## config.mk

```make
export PLATFORM = sky130hd
export DESIGN_NAME = fp_round128_sched
export DESIGN_NICKNAME = d
export VERILOG_FILES = /design/src/rtl/fp_round128_sched.sv
export SDC_FILE = /design/constraint.sdc
export NUM_CORES = 1
export LEC_CHECK = 0
export CAP_MARGIN = 10
export CORE_AREA = 2 2 270 272
export DETAILED_ROUTE_END_ITERATION = 7
export DIE_AREA = 0 0 272 274
export GPL_TIMING_DRIVEN = 0
export REMOVE_ABC_BUFFERS = 1
export SKIP_LAST_GASP = 1
export SYNTH_ARGS = -nofsm -noshare
export SYNTH_HDL_FRONTEND = slang
export SYNTH_SLANG_ARGS = --single-unit
```

## constraint.sdc

```tcl
create_clock -name clk -period 4.6 [get_ports clk]
set_clock_uncertainty 0.1 [all_clocks]
set_input_delay 0.46 -clock clk [delete_from_list [all_inputs] [get_ports clk]]
set_output_delay 0.46 -clock clk [all_outputs]
set_load 0.1 [all_outputs]
```

## src/rtl/fp_round128_sched.sv

```systemverilog
// fp_round128_sched
//   Round-robin scheduler in front of a single 128-bit rounding unit.
//   Requesters present unrounded FP128N intermediates; the winner is
//   registered (S1), rounded combinationally, and the FP128 result is
//   registered (S2) together with the requester id and caller tag.
//
// Ports
//   clk, rst_n   clock / asynchronous active-low reset
//   frm          dynamic rounding mode, used by requests carrying rm=7
//   req_valid    per-requester request strobe
//   req_ready    per-requester accept (one-hot or zero)
//   req_rm       per-requester rounding mode, 3 bits each
//   req_tag      per-requester caller tag, TAGW bits each
//   req_data     per-requester {sign, exp[14:0], frac[111:0], g, r, s}
//   out_valid    result valid
//   out_ready    downstream accept
//   out_data     rounded FP128 {sign, exp[14:0], frac[111:0]}
//   out_id       index of the requester that produced out_data
//   out_tag      caller tag of that request
//   out_nx       inexact flag
//   out_of       overflow flag
module fp_round128_sched #(
  parameter int unsigned NREQ = 4,
  parameter int unsigned TAGW = 4,
  localparam int unsigned IDW = $clog2(NREQ)
) (
  input  logic                 clk,
  input  logic                 rst_n,
  input  logic [2:0]           frm,
  input  logic [NREQ-1:0]      req_valid,
  output logic [NREQ-1:0]      req_ready,
  input  logic [3*NREQ-1:0]    req_rm,
  input  logic [TAGW*NREQ-1:0] req_tag,
  input  logic [131*NREQ-1:0]  req_data,
  output logic                 out_valid,
  input  logic                 out_ready,
  output logic [127:0]         out_data,
  output logic [IDW-1:0]       out_id,
  output logic [TAGW-1:0]      out_tag,
  output logic                 out_nx,
  output logic                 out_of
);

  typedef enum logic [2:0] {
    RM_RNE = 3'd0,
    RM_RTZ = 3'd1,
    RM_RUP = 3'd2,
    RM_RDN = 3'd3,
    RM_RMM = 3'd4,
    RM_DYN = 3'd7
  } rm_e;

  // Dynamic mode is replaced by frm at grant time; any encoding that is not
  // a concrete mode (5, 6, or an invalid frm) falls back to truncation.
  function automatic rm_e resolve_rm(input logic [2:0] rm, input logic [2:0] dyn);
    logic [2:0] m;
    m = (rm == RM_DYN) ? dyn : rm;
    case (m)
      3'd0:    return RM_RNE;
      3'd2:    return RM_RUP;
      3'd3:    return RM_RDN;
      3'd4:    return RM_RMM;
      default: return RM_RTZ;
    endcase
  endfunction

  // Unpacked views of the flat request buses
  logic [130:0]     data_a [NREQ];
  logic [2:0]       rm_a   [NREQ];
  logic [TAGW-1:0]  tag_a  [NREQ];

  always_comb begin
    for (int unsigned i = 0; i < NREQ; i++) begin
      data_a[i] = req_data[i*131 +: 131];
      rm_a[i]   = req_rm[i*3 +: 3];
      tag_a[i]  = req_tag[i*TAGW +: TAGW];
    end
  end

  // Pipeline state
  logic [IDW-1:0]  ptr;
  logic            s1_valid;
  logic [130:0]    s1_data;
  rm_e             s1_rm;
  logic [IDW-1:0]  s1_id;
  logic [TAGW-1:0] s1_tag;
  logic            s2_valid;

  logic stall;
  assign stall     = s2_valid & ~out_ready;
  assign out_valid = s2_valid;

  // Round-robin pick: lowest valid index at/after ptr, else lowest below ptr.
  // Scanning downward lets the last hit in each half be the lowest index.
  logic           hi_found, lo_found, grant_any;
  logic [IDW-1:0] hi_idx, lo_idx, win;

  always_comb begin
    hi_found = 1'b0;
    lo_found = 1'b0;
    hi_idx   = '0;
    lo_idx   = '0;
    for (int unsigned i = NREQ; i > 0; i--) begin
      if (req_valid[i-1]) begin
        if ((i - 1) >= 32'(ptr)) begin
          hi_found = 1'b1;
          hi_idx   = IDW'(i - 1);
        end else begin
          lo_found = 1'b1;
          lo_idx   = IDW'(i - 1);
        end
      end
    end
    grant_any = hi_found | lo_found;
    win       = hi_found ? hi_idx : lo_idx;
  end

  // Ready is gated by rst_n so it drops the moment reset asserts.
  logic accept;
  assign accept = grant_any & ~stall & rst_n;

  always_comb begin
    req_ready = '0;
    if (accept) req_ready[win] = 1'b1;
  end

  // Rounding of S1 contents. Adding the round bit to {0, frac} lets a carry
  // out of the fraction bump the exponent; for a denormal this is exactly
  // the step into the smallest normal exponent.
  logic         r_sign, r_l, r_g, r_r, r_s, r_special, rnd;
  logic [14:0]  r_exp, n_exp;
  logic [111:0] r_frac, n_frac;
  logic [112:0] sum;
  logic         n_nx, n_of;

  always_comb begin
    r_sign    = s1_data[130];
    r_exp     = s1_data[129:115];
    r_frac    = s1_data[114:3];
    r_l       = s1_data[3];
    r_g       = s1_data[2];
    r_r       = s1_data[1];
    r_s       = s1_data[0];
    r_special = &r_exp;

    case (s1_rm)
      RM_RNE:  rnd = (r_g & (r_r | r_s)) | (r_l & r_g & ~r_r & ~r_s);
      RM_RUP:  rnd = r_g & ~r_sign;
      RM_RDN:  rnd = r_g & r_sign;
      RM_RMM:  rnd = r_g;
      default: rnd = 1'b0;
    endcase

    sum    = {1'b0, r_frac} + {112'd0, rnd};
    n_exp  = r_exp + {14'd0, sum[112]};
    n_frac = sum[111:0];
    if (&n_exp) n_frac = '0;

    if (r_special) begin
      n_exp  = r_exp;
      n_frac = r_frac;
    end

    n_of = ~r_special & (&n_exp);
    n_nx = (~r_special & (r_g | r_r | r_s)) | n_of;
  end

  always_ff @(posedge clk or negedge rst_n) begin
    if (!rst_n) begin
      ptr      <= '0;
      s1_valid <= 1'b0;
      s1_data  <= '0;
      s1_rm    <= RM_RNE;
      s1_id    <= '0;
      s1_tag   <= '0;
      s2_valid <= 1'b0;
      out_data <= '0;
      out_id   <= '0;
      out_tag  <= '0;
      out_nx   <= 1'b0;
      out_of   <= 1'b0;
    end else if (!stall) begin
      s2_valid <= s1_valid;
      if (s1_valid) begin
        out_data <= {r_sign, n_exp, n_frac};
        out_id   <= s1_id;
        out_tag  <= s1_tag;
        out_nx   <= n_nx;
        out_of   <= n_of;
      end
      s1_valid <= grant_any;
      if (grant_any) begin
        s1_data <= data_a[win];
        s1_rm   <= resolve_rm(rm_a[win], frm);
        s1_id   <= win;
        s1_tag  <= tag_a[win];
        ptr     <= (win == IDW'(NREQ - 1)) ? '0 : win + 1'b1;
      end
    end
  end

endmodule

```

==> metrics.yaml <==
core_um2: 72000
routedWlPerCell_um: 19.5
worst_pin_slew_ns: 1.19
seq_power_share: 0.277
hold_viol_final: 0
power_density_nw_per_um2: 523
yosysTopAreaCellShare: 0.397
hold_class: "reg2reg"
p_leak_nw: 11.6
pwr-share-comb: 0.513
worstSetupStartpointType: "flip-flop"
critical_path_arrival_ns: 4.77
root_buffer: "clkbuf_16"
final_antenna_net_count: 0
clockBufferDepth: 3
post_synth_main_area_contributors: "dfrtp_1, nand2_1, o21ai_0"
grt_pass1_wl_um: 115000
syn_area_per_cell_um2: 7.15
synth.distinct_cells: 59
portBuffers: 702
finalCriticalPeriod_ns: 4.46
holdPathStages: 2
synthArstFlopShare: 1.00
dpl.cell_count: 3980
r2r-start: "s1_data[28]"
place_ws_ns: -2.53
drcViolationCount: 0
yosysTopAreaCell: "dfrtp_1"
cp.required_ns: 4.91
grt_antenna_before_repair: 1
synth_seq_cells: 280
dpl.hpwl_um: 56100
die_area_um2: 74500
status: "finished, final reports clean"
path_class: "reg2reg"
ios: 703
path_clk_slew_ns: 0.06
drt-pass1-iter-count: 5
area_delta_synth_final_pct: 59.2
final_max_slew_viol_count: 0
reg2reg_depth: 17
grt_start_max_net_pins: 136
gp_congestion: 0.821
setup_viol: 0
syn_area_um2: 17600
initial_utilization: 0.245
drt_iter0_drc: 986
synth_top_flop_cell: "dfrtp_1"
crit_fanout: 7
min_to: "out_tag[1]"
multi_input_area_um2: 10400
fin_util: 0.390
syn_inst: 2467
num_rows: 99
cts_sinks: 280
grt_usage: 0.202
grt.overflow.total: 0
die_w_um: 272
drive_above_1_share: 0.0789
vias_per_cell: 4.71
seq_area_um2: 7010
cap_viol_max_count: 0
wl_um: 79800
clk_latency_ns: 0.54
setup_slack_ns: 0.143
seq_area_frac_synth: 0.397
yosys_warnings: 0
p_total_mw: 14.7
ir_drop_uv: 290
fin_crit_sh: 0.969
grt_pass1_vias: 18400
n_antenna_cell: 0
num_vias: 19200
rrSetupSlack_ns: 0.14
slew_headroom: 0.207
max_freq_mhz: 224
synth_edf_count: 0
p_int_mw: 7.45
fin_hold_ws_ns: 0.368
regToRegEndpoint: "out_data[61]"
cts_max_level: 2
end_kind: "flip-flop"
fin_nets: 3675
min_from: "s1_tag[1]"
fillers: 7407
die_h_um: 274
p_sw_frac: 0.493
cts_made_buffers: 36
finalNonFillerCells: 4089
netSwitchingPower_mw: 7.24
p_clk_frac: 0.210
rsz0062_at_grt: "yes"
cts_tree: "built"
==> flip-flops by register name, indices dropped and copies added, names as in the netlist <==
register and flops:
s1_data 131, out_data 128, out_tag 4, s1_tag 4, s1_rm 3, out_id 2
ptr 2, s1_id 2, out_nx 1, out_of 1, out_valid 1, s1_valid 1
==> critical path, cell delays in order, from the launching register on <==
cell and delay [ns]:
dfrtp_2 0.43, nand4_2 0.17, or4_4 0.55, nor2_4 0.20
nand2_1 0.13, nor2_4 0.18, nand4_1 0.25, nor4_4 0.33
ha_2 0.28, buf_6 0.11, nand4_1 0.19, nor3b_2 0.23
a21oi_2 0.10, o32ai_4 0.22, and3_4 0.32, and2_4 0.28
clkbuf_16 0.20, a211oi_1 0.05
==> how the worst max path moves through the flow <==
stage | to | cells after the start | start | slack, ns
after floorplan | req_ready[0] | 5 | ptr[1] | -13.50
after global placement | req_ready[2] | 7 | req_valid[1] | -32.94
after detailed placement | out_data[33] | 16 | s1_data[28] | -2.53
after CTS | out_data[89] | 12 | s1_data[130] | 0.01
after global routing | out_data[102] | 20 | s1_data[130] | -0.15
final | out_data[61] | 17 | s1_data[28] | 0.14
==> cells in the final DEF, fill, tap and decap left out, types with 36 or more instances in the layout <==
master / netlist / layout
clkbuf_16: 0 / 40
clkdlybuf4s50_1: 0 / 698
dfrtp_1: 280 / 279
nand2_1: 968 / 966
nand3_1: 203 / 202
nand4_1: 46 / 46
nor2_1: 83 / 80
o21ai_0: 300 / 263
o21ai_2: 2 / 41
o31ai_1: 36 / 36
xnor2_1: 67 / 66
xor2_1: 56 / 56
==> cell families (layout without fill, tap and decap cells) <==
| logic type | Yosys count | in the layout | synth area share |
|---|---|---|---|
| buffers and inverters | 195 | 850 | 0.0442 |
| XOR/XNOR | 123 | 123 | 0.0611 |
| AND/OR/NAND/NOR | 1440 | 1448 | 0.355 |
| AO/OA/AOI/OAI | 408 | 408 | 0.130 |
| flip-flops | 280 | 280 | 0.397 |
| multiplexers | 13 | 13 | 0.00745 |
| adder cells (fa/ha/maj) | 8 | 8 | 0.00567 |
==> synthesized netlist by cell type, types with 18 or more instances <==
cell and number:
clkbuf_1 139, o21ai_0 300, nand2_1 968, nor2_1 83, xor2_1 56, nor4_1 21
xnor2_1 67, nor3_1 31, buf_2 27, o21ai_1 18, dfrtp_1 280, nand3_1 203
and3_1 28, nand4_1 46, o31ai_1 36
==> layout make-up <==
type	count	area share
Timing Repair Buffer	770	0.290
Sequential cell	280	0.250
Clock buffer	49	0.0381
Multi-Input combinational cell	2000	0.369
Tap cell	959	0.0427
Clock inverter	14	0.00753
Inverter	17	0.00272
==> power by group through the flow <==
| stage | registers, mW | logic [mW] | clock network [mW] |
|---|---|---|---|
| 5_1_grt | 4.18 | 8.08 | 3.26 |
| 4_1_cts | 4.06 | 7.48 | 3.18 |
| 2_1_floorplan | 6.32 | 2.52 | 0 |
| 3_3_place_gp | 3.72 | 6.13 | 0 |
| 6_report | 4.07 | 7.55 | 3.08 |
| 3_5_place_dp | 4.09 | 7.34 | 0 |
==> per-stage QoR <==
| stage | setup TNS [ns] | area (um2) |
|---|---|---|
| 3_3_place_gp | -6730.61 | 25200 |
| 4_1_cts | 0 | 27700 |
| 5_1_grt | -10.65 | 28100 |
| 3_5_place_dp | -255.88 | 25800 |
| 2_1_floorplan | -1535.65 | 16900 |
| 6_report | 0 | 28100 |
==> metal layers <==
metal	up-vias	share of wire	global-route usage
met1	8950	0.43	0.257
met3	110	0.060	0.0405
met4	0	0.035	0.0690
met5	-	0	0
met2	607	0.47	0.342
li1	9578	-	-
==> repair_timing <==
action | 4_1_cts | 5_1_grt
cloned | 7 | 5
setup buffers | 24 | 9
endpoints found under the hold margin | 94 | 0
pin swaps | 9 | 54
setup endpoints to repair | 130 | 115
hold buffers | 1 | 0
resized for setup | 41 | 96
(Power assumes the default switching activity.)
==> RTL change 1, RTL diff (same settings) <==
Set the parameter `TAGW` to 3 (it was 4).
--- a/src/rtl/fp_round128_sched.sv
+++ b/src/rtl/fp_round128_sched.sv
@@ -22,5 +22,5 @@
 module fp_round128_sched #(
   parameter int unsigned NREQ = 4,
-  parameter int unsigned TAGW = 4,
+  parameter int unsigned TAGW = 3,
   localparam int unsigned IDW = $clog2(NREQ)
 ) (
Interface: changed (resized out_tag and req_tag); port bits go from 703 to 698. No check against the original RTL was run, so the function may have changed too.
==> RTL change 1 against the unedited design <==
  * Hold slack lost 0.013 ns
  * Sequential cell count shrank 2
  * Wire length grew 1.0%
  * Cell area shrank 2.7%
  * Sequential power grew 3%
  * Setup slack gained 0.068 ns
  * Via count shrank 1.1%
  * Synthesized area grew 0.24%
  * Critical path depth shrank 9
  * Combinational power grew 7.7%
  * Power grew 2.7%
  * Clock power shrank 10%
==> RTL change 1: results (changes against the unedited design) <==
<table>
<tr><th>Metric</th><th>Value</th></tr>
<tr><th colspan="2">Cells and area</th></tr>
<tr><td>Antenna Diode Count</td><td>1 (was 0)</td></tr>
<tr><td>Non-CTS buffers</td><td>741 (was 770)</td></tr>
<tr><td>Ratio of cells with drive above 1 in the final layout</td><td>5.40% (was 7.89%)</td></tr>
<tr><td>Net count reported at finish</td><td>3412 (was 3675)</td></tr>
<tr><td>Relative area of clock buffers and inverters in the final design</td><td>4.13% (was 4.57%)</td></tr>
<tr><td>Clock buffer instance count of the final layout</td><td>51 (was 49)</td></tr>
<tr><th colspan="2">Placed design</th></tr>
<tr><td>Sum of net half-perimeters after detailed placement</td><td>57800 microns (was 56100 microns)</td></tr>
<tr><td>Instance area at placement</td><td>25900 sq um (was 25800 sq um)</td></tr>
<tr><th colspan="2">STA</th></tr>
<tr><td>Final worst-path cycle share</td><td>95.4% (was 96.9%)</td></tr>
<tr><td>Measured slew at the worst slew-check pin</td><td>1.17 ns (was 1.19 ns)</td></tr>
<tr><th colspan="2">Global route</th></tr>
<tr><td>Antenna violations before repair</td><td>6 (was 1)</td></tr>
<tr><td>Global Route Usage Sum</td><td>20.3% (was 20.2%)</td></tr>
<tr><td>Number of global-route vias before repair</td><td>17800 (was 18400)</td></tr>
<tr><td>Pin count of the biggest net entering global routing</td><td>138 (was 136)</td></tr>
<tr><th colspan="2">Setup path</th></tr>
<tr><td>Arrival time at the worst endpoint</td><td>3.83 ns (was 4.77 ns)</td></tr>
<tr><td>Worst reg2reg path endpoint</td><td>out_data[3] (was out_data[61])</td></tr>
<tr><td>Register-to-Register Path Depth</td><td>16 (was 17)</td></tr>
<tr><th colspan="2">Drt</th></tr>
<tr><td>Total Routed Length</td><td>80600 microns (was 79800 microns)</td></tr>
<tr><td>Highest metal used</td><td>met5 (was met4)</td></tr>
<tr><td>Metal1 wirelength</td><td>36400 microns (was 34400 microns)</td></tr>
<tr><th colspan="2">Yosys</th></tr>
<tr><td>Share of synthesized cell area in full adder, half adder and majority cells</td><td>0.566% (was 0.567%)</td></tr>
<tr><td>Count of different cell masters after synthesis</td><td>61 (was 59)</td></tr>
<tr><td>Cell types occupying the most area after synthesis</td><td>sky130_fd_sc_hd__dfrtp_1, sky130_fd_sc_hd__nand2_1, sky130_fd_sc_hd__a311oi_1 (was sky130_fd_sc_hd__dfrtp_1, sky130_fd_sc_hd__nand2_1, sky130_fd_sc_hd__o21ai_0)</td></tr>
<tr><td>Synth top cells by count</td><td>sky130_fd_sc_hd__nand2_1, sky130_fd_sc_hd__dfrtp_1, sky130_fd_sc_hd__nor2_1, sky130_fd_sc_hd__clkbuf_1, sky130_fd_sc_hd__and3_1 (was sky130_fd_sc_hd__nand2_1, sky130_fd_sc_hd__o21ai_0, sky130_fd_sc_hd__dfrtp_1, sky130_fd_sc_hd__nand3_1, sky130_fd_sc_hd__clkbuf_1)</td></tr>
<tr><th colspan="2">Pwr</th></tr>
<tr><td>Switching share of power</td><td>50.3% (was 49.3%)</td></tr>
<tr><th colspan="2">Status</th></tr>
<tr><td>Status</td><td>finished clean (unchanged)</td></tr>
</table>
RTL change 1: cell count changes after synthesis, sizes merged, moves of 37 or more:
cell	unedited run	this run
a21o	1	125
nand3	204	67
o21ai	320	28
a211oi	23	68
and3	29	150
nor2	83	155
nand2	968	661
o31ai	37	0
a311oi	0	124
RTL change 1: power by group through the flow:
stage,clock (mW),combinational (mW),sequential (mW)
floorplan,0,2.91,6.78
global placement,0,8.03,4.13
detailed placement,0,8.06,4.21
CTS,2.86,8.13,4.18
global route,2.96,8.61,4.33
finish,2.76,8.13,4.19
RTL change 1: through the flow:
stage | instances | utilization (%) | hold slack (ns) | setup TNS [ns]
3_3_place_gp | 3719 | 35.0 | 0.351 | -5683.58
2_1_floorplan | 2063 | - | 0.0644 | -971.45
6_report | 3831 | 38.0 | 0.355 | 0
3_5_place_dp | 3747 | 35.9 | 0.353 | -165.72
4_1_cts | 3824 | 37.8 | 0.354 | 0
5_1_grt | 3830 | 38.0 | 0.382 | -0.329
==> RTL change 2, RTL diff (same settings) <==
Made on the original files. Make the reset (`rst_n`) synchronous in one clocked block. Comments in the files are not updated.
--- a/src/rtl/fp_round128_sched.sv
+++ b/src/rtl/fp_round128_sched.sv
@@ -166,5 +166,5 @@
   end
 
-  always_ff @(posedge clk or negedge rst_n) begin
+  always_ff @(posedge clk) begin
     if (!rst_n) begin
       ptr      <= '0;
Function: not settled (the Yosys comparison gave no result); the edit may change what the design does.
==> RTL change 2 against the unedited design <==
  * Setup slack got worse by 0.098 ns
  * Sequential share of layout area fell by 4.0 points
  * Synthesized area fell by 5.7%
  * Sequential cell count did not move
  * Largest cell class unchanged
  * Critical path depth rose by 1
  * Cell area fell by 4.4%
  * Count of clock-buffer cells in the layout rose by 1
  * Global-route usage barely moved
  * Wire length rose by 0.11%
  * Critical endpoint is now out_data[53]
Power is not compared: it rests on default switching activity, and its combinational part moved more than twofold at a synthesized area within 25%.
==> RTL change 2: results (changes against the unedited design) <==
<table>
<tr><th>Metric</th><th>Value</th></tr>
<tr><th colspan="2">Cells and area</th></tr>
<tr><td>Number of filler instances in the final layout</td><td>7484 (was 7407)</td></tr>
<tr><td>Cell Count, Final, Fillers Out</td><td>3929 (was 4089)</td></tr>
<tr><td>Net count reported at finish</td><td>3519 (was 3675)</td></tr>
<tr><th colspan="2">Setup path</th></tr>
<tr><td>Slack of the worst reg-to-reg path</td><td>0.04 ns (was 0.14 ns)</td></tr>
<tr><td>Arrival time at the worst endpoint</td><td>4.88 ns (was 4.77 ns)</td></tr>
<tr><td>Largest stage delay, worst path</td><td>0.58 ns (was 0.55 ns)</td></tr>
<tr><td>Register-to-Register Path Depth</td><td>18 (was 17)</td></tr>
<tr><td>Worst reg2reg path startpoint</td><td>s1_data[27] (was s1_data[28])</td></tr>
<tr><th colspan="2">STA</th></tr>
<tr><td>Worst Hold Slack</td><td>0.294 ns (was 0.368 ns)</td></tr>
<tr><th colspan="2">Clock network</th></tr>
<tr><td>Resized cells post-CTS</td><td>48 (was 41)</td></tr>
<tr><th colspan="2">Yosys</th></tr>
<tr><td>Synth top cells by count</td><td>sky130_fd_sc_hd__nand2_1, sky130_fd_sc_hd__dfxtp_1, sky130_fd_sc_hd__nand3_1, sky130_fd_sc_hd__o21ai_0, sky130_fd_sc_hd__mux2i_1 (was sky130_fd_sc_hd__nand2_1, sky130_fd_sc_hd__o21ai_0, sky130_fd_sc_hd__dfrtp_1, sky130_fd_sc_hd__nand3_1, sky130_fd_sc_hd__clkbuf_1)</td></tr>
<tr><td>Async SR Flop Fraction</td><td>0% (was 100%)</td></tr>
<tr><td>Post-synthesis share of cell area spent on xor and xnor gates</td><td>6.42% (was 6.11%)</td></tr>
<tr><td>Register area share after synthesis</td><td>33.7% (was 39.7%)</td></tr>
<tr><th colspan="2">Drt</th></tr>
<tr><td>Via count of the routed design</td><td>18600 (was 19200)</td></tr>
<tr><td>Average routed wire per standard cell</td><td>20.3 microns (was 19.5 microns)</td></tr>
<tr><th colspan="2">Status</th></tr>
<tr><td>Status</td><td>finished clean (unchanged)</td></tr>
<tr><th colspan="2">Placed design</th></tr>
<tr><td>Global placer's final weighted congestion</td><td>0.825 (was 0.821)</td></tr>
<tr><td>Instance area at placement</td><td>24800 sq um (was 25800 sq um)</td></tr>
<tr><td>Placed insts</td><td>3822 (was 3980)</td></tr>
</table>
## RTL change 2: cell type report
class | count | share of cell area (%)
diodes | 1 | 0.00932
clock inverters | 7 | 0.345
inverters | 16 | 0.270
flip-flops and latches | 280 | 21.0
multi-input cells | 1841 | 39.8
well taps | 959 | 4.47
repair buffers | 775 | 30.2
clock buffers | 50 | 3.93
## RTL change 2: cell families (layout without fill, tap and decap cells)
| family | count (synthesis) | count (layout) |
|---|---|---|
| AND/OR/NAND/NOR | 1188 | 1191 |
| other | 0 | 1 |
| multiplexers | 138 | 138 |
| adder cells (fa/ha/maj) | 8 | 8 |
| XOR/XNOR | 122 | 122 |
| flip-flops | 280 | 280 |
| buffers and inverters | 182 | 848 |
| AO/OA/AOI/OAI | 382 | 382 |
## RTL change 2: how the worst max path moves through the flow
stage | start | end | slack, ns | cells past startpoint
floorplan | req_valid[0] | s1_data[100] | -6.58 | 5
finish | s1_data[27] | out_data[53] | 0.04 | 18
CTS | ptr[1] | req_ready[2] | 0.04 | 11
detailed placement | s1_data[26] | out_data[111] | -1.64 | 16
global placement | req_valid[0] | req_ready[0] | -19.51 | 8
global route | s1_data[27] | out_data[53] | -0.12 | 18
## RTL change 2: power by group through the flow
stage | combinational (mW) | clock, mW | sequential [mW]
after floorplan | 1.34 | 0 | 3.63
after global placement | 3.25 | 0 | 3.12
after detailed placement | 3.15 | 0 | 3.13
after CTS | 3.24 | 2.87 | 3.08
after global routing | 3.51 | 2.96 | 3.13
final | 3.26 | 2.79 | 3.09
## RTL change 2: metal layers
layer	vias up	part of all wire, %	global-route usage [%]
met5	-	0.010	0
met4	2	2.4	5.70
met2	642	48	34.8
li1	9220	-	-
met1	8674	43	25.4
met3	95	6.5	4.40
